==> src/rtl/mem_arbiter.sv <==
// Round-robin two-master (CPU/DMA) sequencer for the shared memory bus.
// Optional CPU bus lock for read-modify-write sequences: define MEM_ARB_LOCK_EN.
//
// state  | meaning
// IDLE   | no owner, arbitrate pending requests
// ACCESS | bus regs driven to memory for WAIT_STATES+1 cycles
// ACK    | one-cycle ack to owner, bus strobes low
module mem_arbiter #(
  parameter int WAIT_STATES = 2,
  parameter int AW          = 19,
  parameter int DW          = 16
) (
  input  logic          clk,
  input  logic          rst_n,
  input  logic          cpu_req,
  input  logic          cpu_we,
  input  logic          cpu_be,
  input  logic          cpu_lock,
  input  logic [AW-1:0] cpu_addr,
  input  logic [DW-1:0] cpu_wdata,
  output logic [DW-1:0] cpu_rdata,
  output logic          cpu_ack,
  input  logic          dma_req,
  input  logic          dma_we,
  input  logic          dma_be,
  input  logic [AW-1:0] dma_addr,
  input  logic [DW-1:0] dma_wdata,
  output logic [DW-1:0] dma_rdata,
  output logic          dma_ack,
  output logic [AW-1:0] mem_addr,
  output logic [DW-1:0] mem_wdata,
  input  logic [DW-1:0] mem_rdata,
  output logic          mem_we,
  output logic          mem_re,
  output logic          mem_be,
  output logic [1:0]    gnt
);

  typedef enum logic [1:0] {IDLE, ACCESS, ACK} state_t;

  localparam logic [3:0] WS_LOAD = 4'(WAIT_STATES);

  state_t     state;
  logic [3:0] wait_cnt;
  logic       last_dma;
  logic       lock_q;
  logic       any_req;
  logic       pick_cpu;

  assign any_req  = cpu_req | dma_req;
  // Locked CPU beats a pending DMA; otherwise the master that did not go last wins.
  assign pick_cpu = cpu_req & (~dma_req | lock_q | last_dma);

`ifdef MEM_ARB_LOCK_EN
  logic bus_lock;

  // Lock is sampled with the rest of the request and takes effect once that access completes.
  always_ff @(posedge clk or negedge rst_n) begin
    if (!rst_n) begin
      bus_lock <= 1'b0;
      lock_q   <= 1'b0;
    end else begin
      if (state == IDLE && any_req && pick_cpu)
        bus_lock <= cpu_lock;
      if (state == ACK && gnt[0])
        lock_q <= bus_lock;
    end
  end
`else
  logic unused_lock;
  assign unused_lock = cpu_lock;
  assign lock_q      = 1'b0;
`endif

  always_ff @(posedge clk or negedge rst_n) begin
    if (!rst_n) begin
      state     <= IDLE;
      wait_cnt  <= 4'd0;
      last_dma  <= 1'b1;
      gnt       <= 2'b00;
      mem_addr  <= '0;
      mem_wdata <= '0;
      mem_we    <= 1'b0;
      mem_re    <= 1'b0;
      mem_be    <= 1'b0;
      cpu_rdata <= '0;
      dma_rdata <= '0;
      cpu_ack   <= 1'b0;
      dma_ack   <= 1'b0;
    end else begin
      cpu_ack <= 1'b0;
      dma_ack <= 1'b0;
      case (state)
        IDLE: begin
          if (any_req) begin
            state    <= ACCESS;
            wait_cnt <= WS_LOAD;
            if (pick_cpu) begin
              gnt       <= 2'b01;
              mem_addr  <= cpu_addr;
              mem_wdata <= cpu_wdata;
              mem_be    <= cpu_be;
              mem_we    <= cpu_we;
              mem_re    <= ~cpu_we;
            end else begin
              gnt       <= 2'b10;
              mem_addr  <= dma_addr;
              mem_wdata <= dma_wdata;
              mem_be    <= dma_be;
              mem_we    <= dma_we;
              mem_re    <= ~dma_we;
            end
          end
        end
        ACCESS: begin
          if (wait_cnt == 4'd0) begin
            state  <= ACK;
            mem_we <= 1'b0;
            mem_re <= 1'b0;
            if (gnt[0]) begin
              cpu_rdata <= mem_rdata;
              cpu_ack   <= 1'b1;
            end else begin
              dma_rdata <= mem_rdata;
              dma_ack   <= 1'b1;
            end
          end else begin
            wait_cnt <= wait_cnt - 4'd1;
          end
        end
        ACK: begin
          state    <= IDLE;
          last_dma <= gnt[1];
          gnt      <= 2'b00;
        end
        default: begin
          state  <= IDLE;
          gnt    <= 2'b00;
          mem_we <= 1'b0;
          mem_re <= 1'b0;
        end
      endcase
    end
  end

endmodule

==> config.mk <==
export PLATFORM = sky130hd
export DESIGN_NAME = mem_arbiter
export DESIGN_NICKNAME = d
export VERILOG_FILES = /design/src/rtl/mem_arbiter.sv
export SDC_FILE = /design/constraint.sdc
export NUM_CORES = 1
export LEC_CHECK = 0
export ABC_AREA = 0
export CAP_MARGIN = 20
export CORE_MARGIN = 5
export CORE_UTILIZATION = 40
export CTS_CLUSTER_DIAMETER = 200
export CTS_CLUSTER_SIZE = 8
export DETAILED_ROUTE_END_ITERATION = 10
export HOLD_SLACK_MARGIN = 0.15
export PLACE_DENSITY = 0.88
export SYNTH_ARGS = -nofsm -noshare
export SYNTH_HDL_FRONTEND = slang
export SYNTH_SLANG_ARGS = --single-unit
==> constraint.sdc <==
create_clock -name clk -period 2.45 [get_ports clk]
set_clock_uncertainty 0.05 [all_clocks]
set_input_delay 0.49 -clock clk [delete_from_list [all_inputs] [get_ports clk]]
set_output_delay 0.49 -clock clk [all_outputs]
set_load 0.005 [all_outputs]
# Word level (Yosys, flattened, before mapping)
# Index checks and enable logic that the tools add are counted.
[totals]
wordCells = 63
latch_bits = 0
output_inout_bits = 74
ff_bits = 81
input_bits = 95
ramBits = 0
n_memories = 0
romBits = 0
[classes]
shifts = 0
n_div = 0
bitwise_logic = 9
mux = 25
n_lt_le_gt_ge = 0
add_sub_neg = 1
eq_ne = 5
reduce_logical = 10
mul = 0
[ops]
columns = ["operator", "count"]
rows = [
  ["19-bit two-way mux", 1],
  ["16-bit two-way mux", 1],
  ["1-bit two-way mux", 12],
  ["3-bit AND reduction", 4],
  ["2-bit two-way mux", 4],
  ["4-bit two-way mux", 2],
  ["2-bit one-hot mux with 2 select lines", 2],
  ["4-bit one-hot mux with 2 select lines", 1],
  ["2-bit inequality test (second input constant)", 3],
  ["1-bit inverter", 6],
  ["1-bit one-hot mux with 3 select lines", 2],
  ["2-bit AND reduction", 3],
  ["4-bit zero test", 1],
  ["4-bit by 1-bit subtractor with 4-bit output (second input constant)", 1],
  ["2-bit by 1-bit equality test with 1-bit output (second input constant)", 1],
  ["2-bit equality test (second input constant)", 1],
  ["2-bit zero test", 1],
  ["1-bit OR", 2],
  ["2-bit nonzero test", 1],
  ["1-bit AND", 1],
]

# Depth between registers and ports, before layout
[depth]
depth_word = 6
ltp_mapped = 7
ltp_nobuf = 5

# Worst setup path after synthesis
# No wires, ideal clock.
[synth_timing]
path_type = "register to register"
startpoint = "register state[1]"
endpoint = "register dma_rdata[10]"
setup_slack_ns = 0.692
arrival_time_ns = 1.583
stages_incl_launch_ff = 8
period_less_slack_ns = 1.758
t_required_ns = 2.275
path_buffers = 3
setup_time_ns = 0.125
cell_sequence = "dfrtp_1 > buf_4 > nand2b_4 > nor4b_4 > nand2b_1 > buf_6 > buf_12 > mux2_4"
[synth_via]
elab_chain_cells = 2
[synth_lines]
columns = ["item", "line", "rtl"]
rows = [
  ["start, declared", "43", "state_t state;"],
  ["start signal, assigned", "77", "state <= IDLE;"],
  ["start signal, assigned", "96", "state <= ACCESS;"],
  ["start signal, assigned", "117", "state <= ACK;"],
  ["2-bit by 1-bit equality test with 1-bit output", "93", "case (state)"],
  ["3-bit AND reduction (no source line)", "n/a", ""],
  ["end signal, assigned", "124", "dma_rdata <= mem_rdata;"],
  ["end, declared", "28", "output logic [DW-1:0] dma_rdata,"],
]
# No other way between the ends.
# A chain may end at the register's enable or synchronous reset.

# Worst setup path in the final report
[layout_timing]
startpoint = "input dma_req"
endpoint = "register mem_wdata[2]"
[layout_via]
elab_chain_cells = 4
word_cells_on_any_way = 6
cone_classes = "mux: 1; bitwise: 4; reduce/logical: 1"
[layout_lines]
columns = ["item", "line", "rtl"]
rows = [
  ["start, declared", "23", "input logic dma_req,"],
  ["1-bit inverter", "52", "assign pick_cpu = cpu_req & (~dma_req | lock_q | last_dma);"],
  ["1-bit OR", "52", ""],
  ["1-bit AND", "52", ""],
  ["16-bit two-way mux", "98", "if (pick_cpu) begin"],
  ["end signal, assigned", "101", "mem_wdata <= cpu_wdata;"],
  ["end signal, assigned", "108", "mem_wdata <= dma_wdata;"],
  ["end, declared", "31", "output logic [DW-1:0] mem_wdata,"],
]
# Several ways; a longest one is shown, not always the timed one.

==> flow_summary.json <==
{
  "status": "finished, final reports clean",
  "p_int_w": 0.00454,
  "maxCapViolCount": 0,
  "diodes": 0,
  "dieArea_um2": 10600,
  "drt_first_pass_iters": 4,
  "setup_viol": 0,
  "max_stage_delay_ns": 0.51,
  "crit_required_ns": 2.62,
  "rsz0062_at_grt": "false",
  "worst_pin_slew_ns": 0.589,
  "hold_slack_ns": 0.445,
  "combinationalPowerShare_pct": 47.4,
  "hold_viol_final": 0,
  "syn_avg_cell_area_um2": 13.4,
  "vias": 2728,
  "power.switching_w": 0.00194,
  "synth_seq_cells": 81,
  "grt_pass1_wl_mm": 14.8,
  "routed_wirelength_mm": 9.15,
  "drive_gt1_share_pct": 15.1,
  "pwr_density_cell_nw_per_um2": 1190,
  "period_share_pct": 77.7,
  "initial_core_util_pct": 41.4,
  "pwr-share-seq_pct": 37.3,
  "worst-setup-path-type": "primary input to flip-flop",
  "synth_cells": 256,
  "crit_arrival_ns": 2.07,
  "ys.flop_type": "dfrtp_1",
  "grtUsageTotal_pct": 18.0,
  "dp_hpwl_mm": 6.77,
  "pin_count": 169,
  "grt_overflow": 0,
  "rows": 33,
  "nFillCells": 624,
  "p_leak_nw": 2.55,
  "grt_pass1_vias": 3028,
  "die_height_um": 103,
  "drc": 0,
  "layout.nets": 523,
  "avgRoutedWirePerCell_um": 17.1,
  "crit_start": "dma_req",
  "die_w_um": 103,
  "yosysWarnings": 0,
  "tritoncts": "yes",
  "ant_nets": 0,
  "cp_slowest_cell": "clkdlybuf4s50_1",
  "cts_post_setup_buffers_inserted": 0,
  "final_common_cell": "clkdlybuf4s50_1",
  "cts-root-buf": "clkbuf_8",
  "dpl_worst_slack_ns": 0.209,
  "endpoint_kind": "flip-flop",
  "worst_skew_pair.late_latency_ns": 0.33,
  "ir_drop_v": 0.000491,
  "max_slew_margin_pct": 60.7,
  "clockPowerShare_pct": 15.3,
  "worst_slack_ns": 0.547,
  "cts.sink_count": 81,
  "synth_edf_count": 0,
  "cts_buffers": 9,
  "io_buffers": 167,
  "drtIter0Drc": 94,
  "async_reset_ff_share_pct": 100,
  "startpoint_type": "primary input",
  "timing.rr.start": "state[0]",
  "place.gp.congestion": 0.764,
  "routed_via_density": 5.09,
  "htree_levels": 3,
  "fmax_mhz": 525,
  "path_max_fanout": 32,
  "worstHoldPathType": "flip-flop to flip-flop",
  "ys_seq_area_share_pct": 59.0,
  "swShare_pct": 29.9,
  "power_w": 0.00647,
  "syn_to_final_growth_pct": 58.6,
  "fin_crit_ns": 1.90,
  "finalSetupTns_ns": 0,
  "core_area_um2": 8300,
  "clock_path_buffers": 2,
  "hp-start": "mem_be",
  "final_cell_mix": "clkdlybuf4s50_1 (166), dfrtp_1 (80), a22o_1 (33), a21o_1 (33), mux2_2 (24)",
  "path_clk_slew_ns": 0.09,
  "ys_types": 32,
  "syn_nets": 353,
  "crit_chain": "clkdlybuf4s50_1 > nor2_1 > or3_1 > buf_12 > a22o_1 > a21o_1",
  "antenna_found_initial": 0,
  "maxSlewViolCount": 0,
  "synth_area_um2": 3440,
  "grt_start_max_net_pins": 43
}
flip-flops by register name (all words and copies together), names as in the netlist, 2 cells and up:
name,flops
mem_addr,19
cpu_rdata,16
dma_rdata,16
mem_wdata,16
wait_cnt,4
gnt,2
state,2
cells by family after synthesis:
logic type               Yosys count  synth area share (%)
AO/OA/AOI/OAI                     84                  18.8
adder cells (fa/ha/maj)            2                 0.728
buffers and inverters             23                  3.64
flip-flops                        81                  59.0
multiplexers                      38                  13.2
AND/OR/NAND/NOR                   28                  4.62
synth_stat cells (5+ instances only):
| cell type | n | area, µm² |
|---|---|---|
| mux2i_1 | 5 | 50.1 |
| nand2_1 | 9 | 33.8 |
| nor2_1 | 5 | 18.8 |
| mux2_4 | 9 | 135 |
| clkbuf_1 | 9 | 33.8 |
| nor3_1 | 5 | 25.0 |
| mux2_2 | 24 | 270 |
| inv_1 | 7 | 26.3 |
| o21ai_0 | 7 | 35.0 |
| a22o_1 | 33 | 289 |
| dfrtp_1 | 80 | 2000 |
| a21o_1 | 33 | 248 |
repair_timing:
action                                 CTS  global route
endpoints found under the hold margin   38             0
gates resized for setup                  0             0
hold buffers                             1             0
path summary, 6_finish.rpt:
check	to	slack, ns	cells past startpoint
max in group asynchronous	mem_wdata[14]	1.10	3
hold / removal	mem_be	0.45	2
setup / recovery	mem_wdata[2]	0.55	6
min in group asynchronous	dma_rdata[1]	0.63	2
hold reg to reg	mem_be	0.45	2
setup reg to reg	cpu_rdata[4]	0.55	4
power by group through the flow:
| stage | clock [W] | combinational [W] | sequential, W |
|---|---|---|---|
| final | 0.000989 | 0.00307 | 0.00241 |
| after detailed placement | 0 | 0.00310 | 0.00243 |
| after CTS | 0.00102 | 0.00312 | 0.00242 |
| after floorplan | 0 | 0.00140 | 0.00240 |
| after global routing | 0.00108 | 0.00335 | 0.00251 |
| after global placement | 0 | 0.00301 | 0.00239 |
layout make-up:
cell class	instances	area (µm²)	area share, %
Sequential cell	81	2030	37.2
Timing Repair Buffer	175	1770	32.4
Multi-Input combinational cell	152	1290	23.7
Clock buffer	11	141	2.59
Tap cell	105	131	2.41
Clock inverter	5	62.6	1.15
Inverter	7	26.3	0.482
worst max-delay path: cells and delay by family:
family | cells | cell delay [ns]
buffers and inverters | 2 | 0.71
AOI/OAI and AO/OA | 2 | 0.40
and+or+nand+nor | 2 | 0.46
per-layer routing:
metal  vias to the layer above  track usage [%]  share of wire (%)  wire, µm
met2                       111             29.9                 49      4490
met4                         0             5.35               0.66        60
li1                       1265                -                  -         -
met5                         -                0                  0         0
met3                         5             6.90                 10       953
met1                      1347             21.8                 40      3640
per-stage QoR:
| step | instances | util (%) | area, µm² |
|---|---|---|---|
| floorplan | 256 | - | 3440 |
| global placement | 519 | 63.1 | 5240 |
| detailed placement | 519 | 63.1 | 5240 |
| CTS | 536 | 65.7 | 5450 |
| global route | 536 | 65.7 | 5450 |
| finish | 536 | 65.7 | 5450 |
(Power assumes the default switching activity.)
